**config.mk**
```make
export PLATFORM = sky130hd
export DESIGN_NAME = irq_ctrl
export DESIGN_NICKNAME = d
export VERILOG_FILES = /design/src/rtl/irq_ctrl_pkg.sv /design/src/rtl/irq_sync_edge.sv /design/src/rtl/irq_ctrl.sv
export SDC_FILE = /design/constraint.sdc
export NUM_CORES = 1
export LEC_CHECK = 0
export ABC_AREA = 1
export BUFFER_PORTS_ARGS = -buffer_cell sky130_fd_sc_hd__buf_2
export CAP_MARGIN = 20
export CORE_MARGIN = 1.5
export CORE_UTILIZATION = 50
export CTS_BUF_LIST = sky130_fd_sc_hd__clkbuf_4 sky130_fd_sc_hd__clkbuf_8 sky130_fd_sc_hd__clkbuf_16
export CTS_CLUSTER_DIAMETER = 40
export CTS_CLUSTER_SIZE = 20
export DETAILED_ROUTE_END_ITERATION = 6
export GPL_TIMING_DRIVEN = 0
export PLACE_DENSITY = 0.79
export SYNTH_ARGS = -nofsm -noshare
export SYNTH_HDL_FRONTEND = slang
export SYNTH_HIERARCHICAL = 1
export SYNTH_SLANG_ARGS = --single-unit
```
**constraint.sdc**
```tcl
create_clock -name clk -period 3.75 [get_ports clk]
set_input_delay 0.5625 -clock clk [delete_from_list [all_inputs] [get_ports clk]]
set_output_delay 0.5625 -clock clk [all_outputs]
set_load 0.1 [all_outputs]
```
**src/rtl/irq_ctrl_pkg.sv**
```systemverilog
`default_nettype none
// ============================================================================
// Module   : irq_ctrl_pkg
// Purpose  : Shared definitions for the interrupt source controller:
//            register addresses, FSM state encoding, CAUSE field layout and
//            a lowest-set-bit priority helper.
// Ports    : none (package)
// Revision : 1.0 - initial release
// ============================================================================
package irq_ctrl_pkg;

  // Register map (rd_addr / wr_addr)
  localparam logic [1:0] IRQC_MASK  = 2'd0;
  localparam logic [1:0] IRQC_EDGE  = 2'd1;
  localparam logic [1:0] IRQC_PEND  = 2'd2;
  localparam logic [1:0] IRQC_CAUSE = 2'd3;

  // CAUSE register: valid flag position; id lives in bits 4:0
  localparam int IRQC_CAUSE_VALID_BIT = 31;

  typedef enum logic [1:0] {
    IRQC_IDLE = 2'd0,
    IRQC_REQ  = 2'd1,
    IRQC_SRV  = 2'd2
  } irqc_state_e;

  // Returns {found, index} of the lowest set bit; index 0 when nothing set.
  // Scanning from the top down lets the lowest index overwrite last.
  function automatic logic [5:0] lowest_set(input logic [31:0] v);
    logic [5:0] r;
    r = '0;
    for (int i = 31; i >= 0; i--) begin
      if (v[i]) r = {1'b1, 5'(i)};
    end
    return r;
  endfunction

endpackage
`default_nettype wire

```
**src/rtl/irq_sync_edge.sv**
```systemverilog
`default_nettype none
// ============================================================================
// Module   : irq_sync_edge
// Purpose  : Synchroniser chain for one asynchronous interrupt line plus a
//            rising-edge pulse derived from the synchronised level.
// Ports    : clk       - system clock
//            rst_n     - asynchronous active-low reset
//            i_async   - raw interrupt line
//            o_level   - synchronised level
//            o_rise    - one-cycle pulse on a synchronised 0->1 transition
// Revision : 1.0 - initial release
// ============================================================================
module irq_sync_edge #(
  parameter int SYNC_STAGES = 2
) (
  input  logic clk,
  input  logic rst_n,
  input  logic i_async,
  output logic o_level,
  output logic o_rise
);

  logic [SYNC_STAGES-1:0] r_sync;
  logic                   r_prev;

  always_ff @(posedge clk or negedge rst_n) begin
    if (!rst_n) begin
      r_sync <= '0;
      r_prev <= 1'b0;
    end else begin
      r_sync <= {r_sync[SYNC_STAGES-2:0], i_async};
      r_prev <= r_sync[SYNC_STAGES-1];
    end
  end

  assign o_level = r_sync[SYNC_STAGES-1];
  assign o_rise  = r_sync[SYNC_STAGES-1] & ~r_prev;

endmodule
`default_nettype wire

```
**src/rtl/irq_ctrl.sv**
```systemverilog
`default_nettype none
// ============================================================================
// Module   : irq_ctrl
// Purpose  : Interrupt source controller. Synchronises N_IRQ lines, keeps
//            per-line pending/mask/edge state, requests service from the
//            pipeline control FSM over the irq/iack handshake and latches the
//            serviced source into CAUSE.
// Ports    : clk         - system clock
//            rst_n       - asynchronous active-low reset
//            i_irq_in    - raw interrupt lines
//            i_iack      - acknowledge level (high from IRQ entry until RET)
//            o_irq       - interrupt request (high only in REQ)
//            i_wr_en     - register write strobe
//            i_wr_addr   - register select for write
//            i_wr_data   - write data
//            i_rd_addr   - register select for read
//            o_rd_data   - combinational read data
//            o_cause_id  - id of the source being serviced
// Revision : 1.0 - initial release
// ============================================================================
module irq_ctrl
  import irq_ctrl_pkg::*;
#(
  parameter int N_IRQ       = 8,
  parameter int SYNC_STAGES = 2
) (
  input  logic             clk,
  input  logic             rst_n,
  input  logic [N_IRQ-1:0] i_irq_in,
  input  logic             i_iack,
  output logic             o_irq,
  input  logic             i_wr_en,
  input  logic [1:0]       i_wr_addr,
  input  logic [31:0]      i_wr_data,
  input  logic [1:0]       i_rd_addr,
  output logic [31:0]      o_rd_data,
  output logic [4:0]       o_cause_id
);

  logic [N_IRQ-1:0] r_mask;
  logic [N_IRQ-1:0] r_edge;
  logic [N_IRQ-1:0] r_pend;
  logic             r_cause_valid;
  logic [4:0]       r_cause_id;
  logic             r_irq;
  irqc_state_e      r_state;

  logic [N_IRQ-1:0] w_level;
  logic [N_IRQ-1:0] w_rise;
  logic [N_IRQ-1:0] w_active;
  logic [N_IRQ-1:0] w_w1c;
  logic [N_IRQ-1:0] w_ack_clr;
  logic [N_IRQ-1:0] w_win_onehot;
  logic [5:0]       w_win;
  logic             w_any;
  logic [4:0]       w_win_id;
  logic             w_ack_take;
  logic             w_wr_data_unused;

  // Upper write-data bits beyond N_IRQ are intentionally discarded.
  assign w_wr_data_unused = ^i_wr_data;

  generate
    for (genvar gi = 0; gi < N_IRQ; gi++) begin : g_line
      irq_sync_edge #(
        .SYNC_STAGES (SYNC_STAGES)
      ) u_sync (
        .clk     (clk),
        .rst_n   (rst_n),
        .i_async (i_irq_in[gi]),
        .o_level (w_level[gi]),
        .o_rise  (w_rise[gi])
      );
    end
  endgenerate

  assign w_active   = r_pend & r_mask;
  assign w_win      = lowest_set(32'(w_active));
  assign w_any      = w_win[5];
  assign w_win_id   = w_win[4:0];
  assign w_ack_take = (r_state == IRQC_REQ) && i_iack;

  always_comb begin
    w_win_onehot = '0;
    for (int i = 0; i < N_IRQ; i++) begin
      w_win_onehot[i] = w_any && (w_win_id == 5'(i));
    end
  end

  assign w_w1c     = (i_wr_en && (i_wr_addr == IRQC_PEND)) ? i_wr_data[N_IRQ-1:0] : '0;
  // Taking the interrupt consumes the winner's edge event.
  assign w_ack_clr = w_ack_take ? (w_win_onehot & r_edge) : '0;

  // Control registers
  always_ff @(posedge clk or negedge rst_n) begin
    if (!rst_n) begin
      r_mask <= '0;
      r_edge <= '0;
    end else if (i_wr_en) begin
      if (i_wr_addr == IRQC_MASK) r_mask <= i_wr_data[N_IRQ-1:0];
      if (i_wr_addr == IRQC_EDGE) r_edge <= i_wr_data[N_IRQ-1:0];
    end
  end

  // Edge lines: sticky, cleared by W1C or acknowledge, a same-cycle rise wins.
  // Level lines: mirror the synchronised level.
  always_ff @(posedge clk or negedge rst_n) begin
    if (!rst_n) begin
      r_pend <= '0;
    end else begin
      r_pend <= (r_edge & (w_rise | (r_pend & ~w_w1c & ~w_ack_clr)))
              | (~r_edge & w_level);
    end
  end

  // Request / service FSM with registered irq output
  always_ff @(posedge clk or negedge rst_n) begin
    if (!rst_n) begin
      r_state       <= IRQC_IDLE;
      r_irq         <= 1'b0;
      r_cause_valid <= 1'b0;
      r_cause_id    <= '0;
    end else begin
      case (r_state)
        IRQC_IDLE: begin
          if (w_any && !i_iack) begin
            r_state <= IRQC_REQ;
            r_irq   <= 1'b1;
          end
        end
        IRQC_REQ: begin
          if (i_iack) begin
            r_state       <= IRQC_SRV;
            r_irq         <= 1'b0;
            r_cause_valid <= 1'b1;
            r_cause_id    <= w_win_id;
          end else if (!w_any) begin
            r_state <= IRQC_IDLE;
            r_irq   <= 1'b0;
          end
        end
        IRQC_SRV: begin
          if (!i_iack) begin
            r_state       <= IRQC_IDLE;
            r_cause_valid <= 1'b0;
          end
        end
        default: begin
          r_state <= IRQC_IDLE;
          r_irq   <= 1'b0;
        end
      endcase
    end
  end

  always_comb begin
    o_rd_data = '0;
    case (i_rd_addr)
      IRQC_MASK:  o_rd_data = 32'(r_mask);
      IRQC_EDGE:  o_rd_data = 32'(r_edge);
      IRQC_PEND:  o_rd_data = 32'(r_pend);
      IRQC_CAUSE: begin
        o_rd_data[IRQC_CAUSE_VALID_BIT] = r_cause_valid;
        o_rd_data[4:0]                  = r_cause_id;
      end
      default:    o_rd_data = '0;
    endcase
  end

  assign o_irq      = r_irq;
  assign o_cause_id = r_cause_id;

endmodule
`default_nettype wire

```
==> results of run 1 <==
flip-flops by register name, indices dropped and copies added (netlist names):
name,cells
r_cause_valid,1
r_pend,8
g_line.u_sync/r_prev,8
r_mask,8
r_state,2
o_irq,1
r_edge,8
g_line.u_sync/r_sync,16
o_cause_id,3
cells in the final DEF (no fill, tap or decap), drive strengths merged:
| master | netlist | layout |
|---|---|---|
| nand2 | 70 | 70 |
| buf | 25 | 62 |
| dfrtp | 55 | 55 |
| inv | 43 | 43 |
| nor2 | 29 | 29 |
| o21ai | 27 | 27 |
| conb | 1 | 25 |
| nand3 | 11 | 11 |
| clkbuf | 2 | 10 |
| a21oi | 6 | 6 |
| o211ai | 5 | 5 |
| nand4 | 3 | 3 |
| o2111ai | 2 | 2 |
| a31oi | 2 | 2 |
| a41oi | 1 | 1 |
| a211oi | 1 | 1 |
| nor3 | 1 | 1 |
| maj3 | 1 | 1 |
| o22ai | 1 | 1 |
worst max-delay path, stage by stage:
cell and delay (ps):
buf_2 100, inv_1 50, nor2_1 350, inv_1 210, o211ai_1 240, buf_2 470
layout make-up:
class | count | area, µm²
plain buffers | 27 | 195
clock buffers | 8 | 104
fillers | 446 | 1780
inverters | 43 | 161
multi-input cells | 185 | 913
flip-flops and latches | 55 | 1380
well taps | 67 | 83.8
repair buffers | 37 | 200
through the flow:
stage | area (µm²) | instances | power (µW)
global route | 3030 | 422 | 1890
floorplan | 2650 | 310 | 1340
finish | 3030 | 422 | 1800
detailed placement | 2930 | 414 | 1450
CTS | 3030 | 422 | 1810
global placement | 2910 | 413 | 1440
where the power goes:
group          internal (µW)  total [µW]  switching (µW)
sequential               677         738            61.4
combinational            142         701             559
clock                    176         359             183
cell usage after synthesis, types with 3 or more instances:
cell	instances	area, µm²
buf_4	25	188
nand4_1	3	18.8
nand2_1	63	236
o211ai_1	5	37.5
o21ai_0	26	130
dfrtp_1	55	1380
a21oi_2	3	26.3
nand2_2	5	31.3
nand3_1	9	45.0
inv_1	41	154
nor2_2	9	56.3
nor2_1	18	67.6
routing by layer:
| metal | wire length, µm | vias to the layer above |
|---|---|---|
| li1 | - | 987 |
| met2 | 2240 | 59 |
| met5 | 0 | - |
| met1 | 2200 | 923 |
| met4 | 65 | 0 |
| met3 | 276 | 7 |
logic make-up (layout without fill, tap and decap cells):
family / Yosys count / after routing
adders and majority gates: 1 / 1
and+or+nand+nor: 114 / 114
AOI/OAI and AO/OA: 45 / 45
DFF: 55 / 55
buffers and inverters: 70 / 115
other: 1 / 25
how the worst max path moves through the flow:
stage,endpoint,start,slack [ps]
final,o_rd_data[6],i_rd_addr[0],1210
after global routing,o_rd_data[6],i_rd_addr[0],1100
after CTS,o_rd_data[6],i_rd_addr[0],1260
after detailed placement,o_rd_data[6],i_rd_addr[0],1270
after global placement,o_rd_data[6],i_rd_addr[0],1280
after floorplan,o_rd_data[2],o_cause_id[2],570
==> flow_summary.yaml, run 1 <==
sta:
  finalClockSkew_ps: 9.60
  finalHoldViolations: 0
  min_period_ps: 2540
  setup_viol: 0
  setup_ws_ps: 1210
  whs_ps: 248
  rsz0062_at_grt: "no"
  tightest_slew_ps: 600
  slew_headroom: 0.598
  drv_slew: 0
  tns_ps: 0
  fin_crit_sh: 0.678
  max_freq_ghz: 0.394
global_routing:
  overflow: 0
  use_met2: 0.292
  antenna_found_initial: 0
  grt_pass1_vias: 1746
  busiest_layer: "met2"
  track_usage: 0.188
  grt_first_pass_wirelength_um: 7730
  grt_max_degree: 31
  grt_use_met3: 0.0461
  grtUsageMet1: 0.259
clocking:
  h-tree-depth: 2
  path_clk_slew_ps: 100
  cts_resized: 0
  clock_sinks: 55
  insertion_delay_ps: 310
  cts_buffer_depth: 2
  postCtsSetupBuffers: 0
  cts_root_buffer: "clkbuf_8"
  cts_tree: "built"
  cts_made_buffers: 5
  ctsHoldBuffers: 0
critical_path:
  cp_max_fo: 5
  worstSetupStartpointType: "primary input"
  cp.arrival_ps: 1980
  worstReg2RegEnd: "r_pend[6]"
  reg2regPathDepth: 8
  cp-end-kind: "output port"
  required_ps: 3190
  ff2ff_setup_slack_ps: 2250
  worstSetupPathType: "primary input to output port"
  rr_startpoint: "r_pend[2]"
placement:
  hpwl_um: 3590
  port_buffers: 36
  gp_congestion: 0.854
  pre_cts_slack_ps: 1270
finish:
  antennaDiodeCount: 0
  fin_nets: 402
  drive_above_1_share: 0.276
  post-route-util: 0.630
  area_growth_pct: 18.7
synthesis:
  avgSynthCellArea_um2: 8.94
  synth_edf_count: 0
  synth-xor-area-share: 0
  syn-cell-area_um2: 2560
  synth_seq_cells: 55
  synth_compound_area_frac: 0.111
  syn-instance-count: 286
  yosysWarnings: 6
  synthSimpleGateAreaFrac: 0.206
  ys.flop_type: "dfrtp_1"
  synth_top_family_by_area: "simple AND/OR/NAND/NOR gates"
  ys_seq_area_frac: 0.538
  synth.distinct_cells: 28
  synthAdderAreaFrac: 0.00441
  synthArstFlopShare: 1.00
  synth.area.mux_share: 0
floorplanning:
  die-area_um2: 5550
  num_rows: 25
  dieWidth_um: 74.5
  die_height_um: 74.5
  initial_core_util: 0.531
  core_um2: 4820
  top_level_ports: 86
routing:
  vias: 1976
  wirelength_um: 4770
  drtIter0Drc: 131
  wire_per_inst_um: 11.3
  drtPass1Iterations: 4
  drc: 0
  vias_per_cell: 4.68
  postRouteAntennaNets: 0
power_and_ir_drop:
  power_leakage_uw: 0.00163
  peakVddDrop_uv: 334
  p_per_area_nw_per_um2: 593
job:
  drv_cap: 0
hold_path:
  hp-class: "primary input to async pin"
outcome:
  outcome: "finished, final reports clean"
Note: power is estimated with default switching activity, not from simulation.
==> inputs of run 2 (changes only) <==
--- a/config.mk
+++ b/config.mk
@@ -9,13 +9,13 @@
 export BUFFER_PORTS_ARGS = -buffer_cell sky130_fd_sc_hd__buf_2
 export CAP_MARGIN = 20
 export CORE_MARGIN = 1.5
-export CORE_UTILIZATION = 50
+export CORE_UTILIZATION = 45
 export CTS_BUF_LIST = sky130_fd_sc_hd__clkbuf_4 sky130_fd_sc_hd__clkbuf_8 sky130_fd_sc_hd__clkbuf_16
 export CTS_CLUSTER_DIAMETER = 40
 export CTS_CLUSTER_SIZE = 20
 export DETAILED_ROUTE_END_ITERATION = 6
 export GPL_TIMING_DRIVEN = 0
-export PLACE_DENSITY = 0.79
+export PLACE_DENSITY = 0.75
 export SYNTH_ARGS = -nofsm -noshare
 export SYNTH_HDL_FRONTEND = slang
 export SYNTH_HIERARCHICAL = 1
==> constraint.sdc (replaced) <==
create_clock -name clk -period 2.2 [get_ports clk]
set_input_delay 0.33 -clock clk [delete_from_list [all_inputs] [get_ports clk]]
set_output_delay 0.33 -clock clk [all_outputs]
set_load 0.1 [all_outputs]
==> flow_summary.yaml, run 2 (synthesis gave the netlist of run 1 again) <==
outcome:
  outcome: "finished, final reports clean"
job:
  drv_cap: 0
sta:
  drv_slew: 0
  finalClockSkew_ps: 4.61
  max_freq_ghz: 0.489
  whs_ps: 17.0
  fin_crit_sh: 0.929
  min_period_ps: 2040
  rsz0062_at_grt: "no"
  slew_headroom: 0.588
  setup_viol: 0
  setup_ws_ps: 157
  finalHoldViolations: 0
  tightest_slew_ps: 616
critical_path:
  reg2regPathDepth: 8
  required_ps: 1870
  cp.arrival_ps: 1710
  slowest_delay_ps: 490
  cp_cell_sequence: "buf_2 > nor2_1 > nand2_1 > o2111ai_2 > buf_2"
  cp-end-kind: "output port"
  cp_max_fo: 8
  cpMostUsedCell: "buf_2"
  worstSetupStartpointType: "primary input"
  slowest_stage: "nor2_1"
  worstSetupPathType: "primary input to output port"
clocking:
  cts_made_buffers: 5
  cts_tree: "built"
  clock_sinks: 55
  h-tree-depth: 2
  cts_root_buffer: "clkbuf_8"
  postCtsSetupBuffers: 0
  cts_resized: 0
  insertion_delay_ps: 300
  cts_buffer_depth: 2
  path_clk_slew_ps: 90
  ctsHoldBuffers: 0
floorplanning:
  top_level_ports: 86
  die-area_um2: 6140
  dieWidth_um: 78.4
  core_um2: 5510
  num_rows: 27
  die_height_um: 78.4
  initial_core_util: 0.464
routing:
  vias_per_cell: 4.51
  postRouteAntennaNets: 0
  vias: 1924
  drc: 0
  wirelength_um: 4830
  wire_per_inst_um: 11.3
  drtIter0Drc: 102
  drtPass1Iterations: 4
power_and_ir_drop:
  p_per_area_nw_per_um2: 1000
  p_clk_frac: 0.198
  peakVddDrop_uv: 549
  power_leakage_uw: 0.00164
  comb_power_share: 0.392
  netSwitchingPower_uw: 1370
  internal_power_uw: 1700
  seq_power_share: 0.411
  switching_share: 0.447
placement:
  gp_congestion: 0.829
  port_buffers: 36
  place_area_um2: 2970
  pre_cts_slack_ps: 158
  hpwl_um: 3660
finish:
  final_area_um2: 3070
  largest_register_ffs: 16
  layout_commonest_cell: "nand2_1"
  fill_cells: 531
  drive_above_1_share: 0.290
  regMostFlops: "g_line.u_sync/r_sync"
  area_growth_pct: 20.2
  fin_nets: 402
  antennaDiodeCount: 0
  final_cell_mix: "nand2_1 (63), dfrtp_1 (55), inv_1 (39)"
global_routing:
  grt_first_pass_wirelength_um: 7510
  antenna_found_initial: 0
  grt_max_degree: 32
  overflow: 0
  grt_pass1_vias: 1711
  track_usage: 0.161
hold_path:
  hp-class: "primary input to async pin"
run 2: cell types whose count changed in the layout (fill, tap and decap cells not counted):
| cell | change |
|---|---|
| inv_1 | -2 |
| inv_2 | +1 |
| o2111ai_2 | +2 |
| nor2_1 | -1 |
| o2111ai_1 | -2 |
| inv_12 | +1 |
| nor2_4 | +1 |
run 2: critical path, delay by kind of cell:
kind	cells	cell delay, ps
simple gates	2	630
buf+inv	2	620
compound gates	1	130
run 2: power groups by stage:
stage / clock network (µW) / logic, µW / registers (µW)
floorplan: 0 / 791 / 1490
global placement: 0 / 1190 / 1270
detailed placement: 0 / 1210 / 1280
CTS: 625 / 1210 / 1260
global route: 664 / 1270 / 1280
finish: 607 / 1200 / 1260
run 2: worst paths after layout:
check                                      startpoint                    endpoint  slack [ps]
hold reg to reg            g_line[5].u_sync/r_sync[0]  g_line[5].u_sync/r_sync[1]         360
setup / recovery                         i_rd_addr[0]                o_rd_data[2]         160
setup reg to reg                            r_pend[0]                   r_pend[5]         770
hold / removal                                  rst_n  g_line[5].u_sync/r_sync[0]          20
max in group asynchronous                       rst_n                   r_edge[3]        1630
min in group clk                          i_irq_in[7]  g_line[7].u_sync/r_sync[0]         120
run 2: routing by layer:
layer  global-route usage  vias to the layer above  routed length, µm
met2                0.266                       52               2360
li1                     -                      979                  -
met1                0.198                      887               2090
met3               0.0384                        6                289
met5                    0                        -                  0
met4               0.0821                        0                 87
run 2: cell type report:
cell class	count	area [µm²]	share of cell area
inverter	43	174	0.0566
tap	72	90.1	0.0293
clock buffer	8	104	0.0338
timing repair buffer	37	200	0.0651
multi-input combinational	185	933	0.304
sequential	55	1380	0.448
buffer	27	195	0.0635
run 2: through the flow:
stage / utilization / power [µW] / TNS, ps / std cells
finish: 0.558 / 3070 / 0 / 427
global route: 0.558 / 3210 / 0 / 427
CTS: 0.558 / 3100 / 0 / 427
detailed placement: 0.539 / 2490 / 0 / 419
global placement: 0.536 / 2460 / 0 / 418
floorplan: - / 2290 / -549 / 310
==> inputs of run 3 (changes only) <==
--- a/config.mk
+++ b/config.mk
@@ -8,6 +8,7 @@
 export ABC_AREA = 1
 export BUFFER_PORTS_ARGS = -buffer_cell sky130_fd_sc_hd__buf_2
 export CAP_MARGIN = 20
+export CORE_ASPECT_RATIO = 1.4
 export CORE_MARGIN = 1.5
 export CORE_UTILIZATION = 45
 export CTS_BUF_LIST = sky130_fd_sc_hd__clkbuf_4 sky130_fd_sc_hd__clkbuf_8 sky130_fd_sc_hd__clkbuf_16
==> flow_summary.yaml, run 3 (synthesis gave the netlist of run 1 again) <==
placement:
  pre_cts_slack_ps: 190
  hpwl_um: 3640
  port_buffers: 36
  gp_congestion: 0.866
  place_area_um2: 2960
finish:
  fill_cells: 503
  largest_register_ffs: 16
  final_area_um2: 3090
  drive_above_1_share: 0.289
  antennaDiodeCount: 0
  fin_nets: 403
  regMostFlops: "g_line.u_sync/r_sync"
  register_area_um2: 1380
  area_growth_pct: 20.9
  final_cell_mix: "nand2_1 (63), dfrtp_1 (55), inv_1 (39)"
  multiInputGateArea_um2: 933
  layout_commonest_cell: "nand2_1"
global_routing:
  overflow: 0
  grt_first_pass_wirelength_um: 8070
  track_usage: 0.174
  use_met2: 0.285
  antenna_found_initial: 0
  grtUsageMet1: 0.220
  grt_pass1_vias: 1819
  grt_use_met3: 0.0344
  grt_max_degree: 38
  busiest_layer: "met2"
power_and_ir_drop:
  peakVddDrop_uv: 465
  power_leakage_uw: 0.00165
  p_per_area_nw_per_um2: 1020
routing:
  wirelength_um: 4790
  vias: 1961
  wire_per_inst_um: 11.3
  drtIter0Drc: 69
  drc: 0
  vias_per_cell: 4.63
  postRouteAntennaNets: 0
  drtPass1Iterations: 4
clocking:
  cts_tree: "built"
  insertion_delay_ps: 310
  h-tree-depth: 2
  cts_made_buffers: 5
  cts_root_buffer: "clkbuf_8"
  cts_buffer_depth: 2
  postCtsSetupBuffers: 0
  clock_sinks: 55
  cts_resized: 0
  path_clk_slew_ps: 90
critical_path:
  cp-end-kind: "output port"
  reg2regPathDepth: 8
  worstReg2RegEnd: "r_pend[5]"
  worstSetupPathType: "primary input to output port"
  rr_startpoint: "r_mask[0]"
  cp_max_fo: 8
  worstSetupStartpointType: "primary input"
  cp.arrival_ps: 1670
  ff2ff_setup_slack_ps: 740
  worstSetupEndpoint: "o_rd_data[2]"
  required_ps: 1870
  critPathLaunch: "i_rd_addr[0]"
job:
  drv_cap: 0
sta:
  finalHoldViolations: 0
  rsz0062_at_grt: "no"
  tightest_slew_ps: 580
  finalClockSkew_ps: 3.85
  drv_slew: 0
  max_freq_ghz: 0.501
  min_period_ps: 2000
  setup_ws_ps: 203
  setup_viol: 0
  fin_crit_sh: 0.908
  slew_headroom: 0.612
floorplanning:
  num_rows: 32
  top_level_ports: 86
  core_um2: 5490
  die_height_um: 92.2
  initial_core_util: 0.466
  dieWidth_um: 66.7
  die-area_um2: 6150
outcome:
  outcome: "finished, final reports clean"
hold_path:
  hp-class: "primary input to flip-flop"
-- run 3: cell types whose count changed in the layout (fill, tap and decap cells not counted) --
cell	change
dlygate4sd3_1	+1
clkbuf_8	-1
clkbuf_4	-1
clkinv_2	+1
bufinv_16	+1
-- run 3: area by class of cell --
class | count | area share
well taps | 68 | 0.0275
inverters | 43 | 0.0563
plain buffers | 27 | 0.0631
clock inverters | 2 | 0.0113
clock buffers | 6 | 0.0267
multi-input cells | 185 | 0.302
flip-flops and latches | 55 | 0.445
repair buffers | 38 | 0.0680
-- run 3: where the power goes --
part | switching, µW | internal (µW)
Sequential | 103 | 1150
Combinational | 959 | 249
Clock | 312 | 368
Total | 1380 | 1770
-- run 3: worst min-delay path by stage --
stage	startpoint	endpoint	slack, ps	cells past startpoint
after floorplan	rst_n	g_line[0].u_sync/r_prev	30	0
after global placement	g_line[4].u_sync/r_sync[0]	g_line[4].u_sync/r_sync[1]	330	0
after detailed placement	rst_n	g_line[0].u_sync/r_sync[0]	290	1
after CTS	i_irq_in[0]	g_line[0].u_sync/r_sync[0]	110	1
after global routing	i_irq_in[6]	g_line[6].u_sync/r_sync[0]	100	1
final	i_irq_in[0]	g_line[0].u_sync/r_sync[0]	120	1
-- run 3: routing by layer --
metal | up-vias | part of all wire
li1 | 986 | -
met1 | 906 | 0.42
met2 | 58 | 0.50
met3 | 11 | 0.054
met4 | 0 | 0.023
met5 | - | 0
-- run 3: timing repair --
item                       in CTS  in global routing
hold endpoints to repair       18                  0
setup endpoints to repair       0                  0
hold buffers                    1                  0
-- run 3: worst max-delay path, stage by stage --
cell       delay [ps]
buf_2             160
nor2_1            460
nand2_1           130
o2111ai_2         120
buf_2             460
-- run 3: metrics by stage --
| step | hold WS [ps] | total power (µW) | cells | utilization | TNS [ps] |
|---|---|---|---|---|---|
| 2_1_floorplan | 34.4 | 2290 | 310 | - | -549 |
| 3_3_place_gp | 332 | 2460 | 414 | 0.537 | 0 |
| 3_5_place_dp | 294 | 2480 | 415 | 0.540 | 0 |
| 4_1_cts | 110 | 3170 | 424 | 0.564 | 0 |
| 5_1_grt | 104 | 3310 | 424 | 0.564 | 0 |
| 6_report | 120 | 3150 | 424 | 0.564 | 0 |
